===== src/rtl/mem_dump_ctrl_if.sv =====
// Debug memory read port plus byte stream toward the debug UART TX.
// master = dump sequencer, slave = memory/TX side.
interface mem_dump_ctrl_if #(
    parameter int B = 32
);
    logic [B-1:0] o_debug_addr;
    logic [B-1:0] i_debug_data;
    logic [7:0]   o_tx_data;
    logic         o_tx_valid;
    logic         i_tx_ready;

    modport master (
        output o_debug_addr,
        input  i_debug_data,
        output o_tx_data,
        output o_tx_valid,
        input  i_tx_ready
    );

    modport slave (
        input  o_debug_addr,
        output i_debug_data,
        input  o_tx_data,
        input  o_tx_valid,
        output i_tx_ready
    );
endinterface


===== src/rtl/mem_dump_ctrl.sv =====
// Walks a word-address range on the data memory debug port and streams each
// word MSB-first as bytes over a valid/ready link to the debug UART.
//
// state  | meaning
// IDLE   | waiting for start
// READ   | address presented, waiting out the memory read latency
// SEND   | shifting the captured word out byte by byte
// DONE   | one-cycle completion pulse
module mem_dump_ctrl #(
    parameter int B      = 32,
    parameter int W      = 10,
    parameter int RD_LAT = 1
) (
    input  logic                i_clk,
    input  logic                i_reset,
    input  logic                i_start,
    input  logic                i_abort,
    input  logic [W-3:0]        i_base,
    input  logic [W-2:0]        i_count,
    output logic                o_busy,
    output logic                o_done,
    mem_dump_ctrl_if.master     bus
);
    localparam int AW = W - 2;
    localparam int NB = B / 8;
    localparam int BW = (NB > 1) ? $clog2(NB) : 1;
    localparam int LW = $clog2(RD_LAT + 2);

    typedef enum logic [1:0] {S_IDLE, S_READ, S_SEND, S_DONE} state_t;

    state_t          state_q, state_d;
    logic [AW-1:0]   addr_q, addr_d;
    logic [AW:0]     rem_q, rem_d;
    logic [B-1:0]    shreg_q, shreg_d;
    logic [BW-1:0]   byte_idx_q, byte_idx_d;
    logic [LW-1:0]   lat_q, lat_d;
    logic [7:0]      tx_data_q, tx_data_d;
    logic            tx_valid_q, tx_valid_d;
    logic            accept;
    logic [B-1:0]    shreg_next;

    assign accept     = tx_valid_q && bus.i_tx_ready;
    assign shreg_next = shreg_q << 8;

    always_ff @(posedge i_clk) begin
        if (i_reset) begin
            state_q    <= S_IDLE;
            addr_q     <= '0;
            rem_q      <= '0;
            shreg_q    <= '0;
            byte_idx_q <= '0;
            lat_q      <= '0;
            tx_data_q  <= '0;
            tx_valid_q <= 1'b0;
        end else begin
            state_q    <= state_d;
            addr_q     <= addr_d;
            rem_q      <= rem_d;
            shreg_q    <= shreg_d;
            byte_idx_q <= byte_idx_d;
            lat_q      <= lat_d;
            tx_data_q  <= tx_data_d;
            tx_valid_q <= tx_valid_d;
        end
    end

    always_comb begin
        state_d = state_q;
        case (state_q)
            S_IDLE: begin
                if (i_start && !i_abort)
                    state_d = (i_count == '0) ? S_DONE : S_READ;
            end
            S_READ: begin
                if (i_abort)
                    state_d = S_IDLE;
                else if (lat_q == '0)
                    state_d = S_SEND;
            end
            S_SEND: begin
                if (i_abort)
                    state_d = S_IDLE;
                else if (accept && byte_idx_q == '0)
                    state_d = (rem_q > (AW+1)'(1)) ? S_READ : S_DONE;
            end
            S_DONE:  state_d = S_IDLE;
            default: state_d = S_IDLE;
        endcase
    end

    // Read wait is RD_LAT+2 cycles: the read latency plus one settle cycle
    // before capture, so the first byte appears RD_LAT+2 edges after start.
    always_comb begin
        addr_d     = addr_q;
        rem_d      = rem_q;
        shreg_d    = shreg_q;
        byte_idx_d = byte_idx_q;
        lat_d      = lat_q;
        tx_data_d  = tx_data_q;
        tx_valid_d = tx_valid_q;
        case (state_q)
            S_IDLE: begin
                if (i_start && !i_abort) begin
                    rem_d = i_count;
                    lat_d = LW'(RD_LAT + 1);
                    if (i_count != '0)
                        addr_d = i_base;
                end
            end
            S_READ: begin
                if (!i_abort) begin
                    if (lat_q == '0) begin
                        shreg_d    = bus.i_debug_data;
                        tx_data_d  = bus.i_debug_data[B-1 -: 8];
                        tx_valid_d = 1'b1;
                        byte_idx_d = BW'(NB - 1);
                    end else begin
                        lat_d = lat_q - 1'b1;
                    end
                end
            end
            S_SEND: begin
                if (i_abort) begin
                    tx_valid_d = 1'b0;
                end else if (accept) begin
                    if (byte_idx_q == '0) begin
                        tx_valid_d = 1'b0;
                        rem_d      = rem_q - 1'b1;
                        if (rem_q > (AW+1)'(1)) begin
                            addr_d = addr_q + 1'b1;
                            lat_d  = LW'(RD_LAT + 1);
                        end
                    end else begin
                        byte_idx_d = byte_idx_q - 1'b1;
                        shreg_d    = shreg_next;
                        tx_data_d  = shreg_next[B-1 -: 8];
                    end
                end
            end
            default: ;
        endcase
    end

    always_comb begin
        o_busy = (state_q != S_IDLE);
        o_done = (state_q == S_DONE);
    end

    assign bus.o_debug_addr = B'(addr_q);
    assign bus.o_tx_data    = tx_data_q;
    assign bus.o_tx_valid   = tx_valid_q;
endmodule

===== src/flat_wrapper.sv =====
// flat-port wrapper written by rule: the top's interface ports become plain ports
module mem_dump_ctrl_flat 
#(
    parameter int B      = 32,
    parameter int W      = 10,
    parameter int RD_LAT = 1
)
  (i_clk, i_reset, i_start, i_abort, i_base, i_count, o_busy, o_done, bus_o_debug_addr, bus_i_debug_data, bus_o_tx_data, bus_o_tx_valid, bus_i_tx_ready);
  mem_dump_ctrl_if #(.B(B)) bus_i ();
  input  logic i_clk;
  input  logic i_reset;
  input  logic i_start;
  input  logic i_abort;
  input  logic [W-3:0] i_base;
  input  logic [W-2:0] i_count;
  output logic o_busy;
  output logic o_done;
  output wire logic [$bits(bus_i.o_debug_addr)-1:0] bus_o_debug_addr;
  input wire logic [$bits(bus_i.i_debug_data)-1:0] bus_i_debug_data;
  output wire logic [$bits(bus_i.o_tx_data)-1:0] bus_o_tx_data;
  output wire logic [$bits(bus_i.o_tx_valid)-1:0] bus_o_tx_valid;
  input wire logic [$bits(bus_i.i_tx_ready)-1:0] bus_i_tx_ready;
  assign bus_o_debug_addr = bus_i.o_debug_addr;
  assign bus_i.i_debug_data = bus_i_debug_data;
  assign bus_o_tx_data = bus_i.o_tx_data;
  assign bus_o_tx_valid = bus_i.o_tx_valid;
  assign bus_i.i_tx_ready = bus_i_tx_ready;
  mem_dump_ctrl #(.B(B), .W(W), .RD_LAT(RD_LAT)) u_core (.i_clk(i_clk), .i_reset(i_reset), .i_start(i_start), .i_abort(i_abort), .i_base(i_base), .i_count(i_count), .o_busy(o_busy), .o_done(o_done), .bus(bus_i));
endmodule

===== config.mk =====
export PLATFORM = sky130hd
export DESIGN_NAME = mem_dump_ctrl_flat
export DESIGN_NICKNAME = d
export VERILOG_FILES = /design/src/rtl/mem_dump_ctrl_if.sv /design/src/rtl/mem_dump_ctrl.sv /design/src/flat_wrapper.sv
export SDC_FILE = /design/constraint.sdc
export NUM_CORES = 1
export LEC_CHECK = 0
export BUFFER_PORTS_ARGS = -buffer_cell sky130_fd_sc_hd__buf_2
export CORE_MARGIN = 4
export CORE_UTILIZATION = 35
export CTS_CLUSTER_SIZE = 10
export DETAILED_ROUTE_END_ITERATION = 8
export GPL_TIMING_DRIVEN = 1
export PLACE_DENSITY_LB_ADDON = 0.12
export SYNTH_ARGS = -nofsm -noshare
export SYNTH_HDL_FRONTEND = slang
export SYNTH_SLANG_ARGS = --single-unit

===== constraint.sdc =====
create_clock -name i_clk -period 2.7 [get_ports i_clk]
set_input_delay 0.27 -clock i_clk [delete_from_list [all_inputs] [get_ports i_clk]]
set_output_delay 0.27 -clock i_clk [all_outputs]
set_load 0.03 [all_outputs]

==> impl_results.md <==
- Root Driver: clkbuf_8
- Utilization after layout: 41.1%
- PostCTS Resize Cnt: 0
- DRT iter0 DRCs: 123
- Compound-Gate Fraction of Synth Area: 22.5%
- Die height: 103 um
- # IOs: 97
- Die area: 10600 um^2
- Syn_area_per_cell: 8.03 um^2
- PwrDens: 469 nW/um^2
- R2r endpoint: u_core.shreg_q[16]
- Final hold vios: 0
- Worst Max-Slew Pin Slew: 0.811 ns
- Initial antenna violation count: 0
- Vias after detailed routing: 2870
- Total GRT Usage: 14.8%
- Via/cell ratio: 5.12
- Detailed placement HPWL: 5550 um
- Post-synthesis simple-gate area fraction: 25.8%
- Vias in the first global route: 2632
- Fin crit period: 2.04 ns
- Longest Clk Path Bufs: 2
- Setup crit end kind: flop
- Routed Antenna Nets: 0
- WL final: 7830 um
- Number of synthesized register bits: 56
- Routability cong.: 0.771
- IO buf count: 72
- Residual DRC count: 0
- Post-Synthesis Cells: 392
- Largest net degree at the start of global routing: 50
- GRT Residual Overflow: 0
- Tcrit/Tclk final: 75.7%
- # hold bufs at CTS: 0
- Clock Latency Late Sink: 0.32 ns
- Largest family of logic cells by synthesized area: simple AND/OR/NAND/NOR gates
- Post-synthesis sequential area ratio: 35.6%
- Share of cells above drive strength 1: 22.3%
- Die X: 103 um
- Post CTS Setup Buffer Count: 0
- Setup TNS: 0 ns
- Post-synth EDFFs: 0
- Reg2Reg Setup Slack: 0.66 ns
- Nets: 511
- Sink Count: 56
- RSZ-0062 raised after global routing: no
- Synth area leaders: dfxtp_1, nand2_1, buf_4
- Most frequent cells after synthesis: nand2_1, dfxtp_1, nor2_1, buf_4, a311oi_1
- Max Cap Viol: 0
- Status: finished, final reports clean
- P&R area growth vs syn: 13.7%
- Yosys cell types: 56
- Critical Path Source Type: flop
- Area share of the largest cell type after synthesis: 35.6%
- Core area: 8720 um^2
- Slew Viols, Final: 0
- Diodes inserted: 0
- Min-delay src: bus_i_debug_data[21]
- Post-synth top area cell: dfxtp_1
- Global-route wire length before repair: 12800 um
- Top-count cell post-synth: nand2_1
- Final setup viols: 0
- Hold Path End: u_core.shreg_q[21]
- Async SR Flop Fraction: 0%
- Final clock skew: 0.0162 ns
- CP Max Fanout: 49
- Syn Std Cell Area: 3150 um^2
- Leakage: 1.44 nW
- Initial Utilization: 36.1%
- Clock-pin slew on the worst setup and hold paths: 0.12 ns
- Max Clock Freq: 0.489 GHz
- Critical Path RT: 2.93 ns
- Worst reg2reg path depth: 6
- Worst-case vdd ir drop: 0.199 mV
- Hold Path Cell Cnt: 3
- Worst R2R Start: u_core.state_q[0]
- Synthesis warning total: 0
- CTS tree: yes
- Adder-cell share of the synthesized area: 1.99%
- FP Rows: 34
- H-tree levels: 2
- Critical path type: flop to flop
- Post-synthesis mux area share: 2.70%
- Synth Area in XOR/XNOR: 0%
- Routed wire per std cell: 14.0 um
- Num CTS Buffers: 5
- Hold Path Class: input pin to flop
- Worst endpoint data arrival time: 2.28 ns
- DR pass1 iterations: 4
- Main synth FF type: dfxtp_1
- Worst slew margin: 45.2%
flip-flops by register name, summed over array words and instances (netlist names):
name / flops
u_core.bus.o_tx_data: 8
u_core.state_q: 2
u_core.byte_idx_q: 2
u_core.rem_q: 9
u_core.addr_q: 8
u_core.bus.o_tx_valid: 1
u_core.lat_q: 2
u_core.shreg_q: 24
report_power, final:
| group | internal (W) | switching [W] |
|---|---|---|
| Combinational | 0.000105 | 0.000188 |
| Clock | 0.000190 | 0.000305 |
| Sequential | 0.000859 | 0.0000314 |
| Total | 0.00115 | 0.000525 |
cells by family (layout without fill, tap and decap cells):
kind of cell               Yosys count  count (layout)
buffers and inverters               62             100
and+or+nand+nor                    167             167
DFF                                 56              56
AOI/OAI and AO/OA                   93              93
other                                1              24
adders and majority gates            5               5
muxes                                8               8
metrics by stage:
step	worst slack [ns]	cells	hold slack [ns]	cell area, um^2	total power, W
2_1_floorplan	0.968	415	0.431	3240	0.00114
3_3_place_gp	0.738	553	0.465	3490	0.00120
3_5_place_dp	0.688	553	0.471	3490	0.00120
4_1_cts	0.658	561	0.193	3580	0.00171
5_1_grt	0.398	561	0.197	3580	0.00177
6_report	0.657	561	0.199	3580	0.00168
layout by cell type (no fill, tap or decap), types with 4 or more instances in the layout:
master    instances
buf_4            10
a22oi_1           8
o21ai_0          15
inv_1            10
nor4_1            5
nand4_1           6
nand3_1           4
nand2_1          61
buf_2            72
a21oi_1          15
nor2_1           49
nand2b_1          6
dfxtp_1          56
conb_1           24
mux2i_1           4
ha_1              5
and2_1            4
nor2b_1           6
nor3_1            6
a311oi_1         24
clkbuf_8          5
or3_1             4
layout make-up:
cell class	instances	area, um^2
multi-input combinational	297	1760
clock inverter	3	25.0
inverter	10	37.5
fill	943	5140
tap	108	135
clock buffer	5	68.8
timing repair buffer	82	435
sequential	56	1120
how the worst max path moves through the flow:
stage | start | to | slack (ns) | cells past startpoint
floorplan | u_core.bus.o_tx_valid | u_core.addr_q[1] | 0.97 | 5
global placement | u_core.state_q[1] | u_core.addr_q[1] | 0.74 | 4
detailed placement | u_core.state_q[0] | u_core.shreg_q[16] | 0.69 | 6
CTS | u_core.state_q[0] | u_core.shreg_q[16] | 0.66 | 6
global route | u_core.state_q[0] | u_core.bus.o_tx_data[1] | 0.40 | 6
finish | u_core.state_q[0] | u_core.shreg_q[16] | 0.66 | 6
layer usage:
layer  vias up  track usage (%)  share of wire [%]
met5         -                0                  0
met2        75             23.8                 45
met3         5             3.04                6.3
li1       1477                -                  -
met1      1313             20.6                 48
met4         0             3.39               0.69
worst max-delay path: stages (launching register included):
cell and delay (ns):
dfxtp_1 0.65, and4bb_1 0.26, buf_4 0.18, a41o_1 0.13
buf_4 0.40, nor2_1 0.08, a311oi_1 0.26
Note: power is estimated with default switching activity, not from simulation.
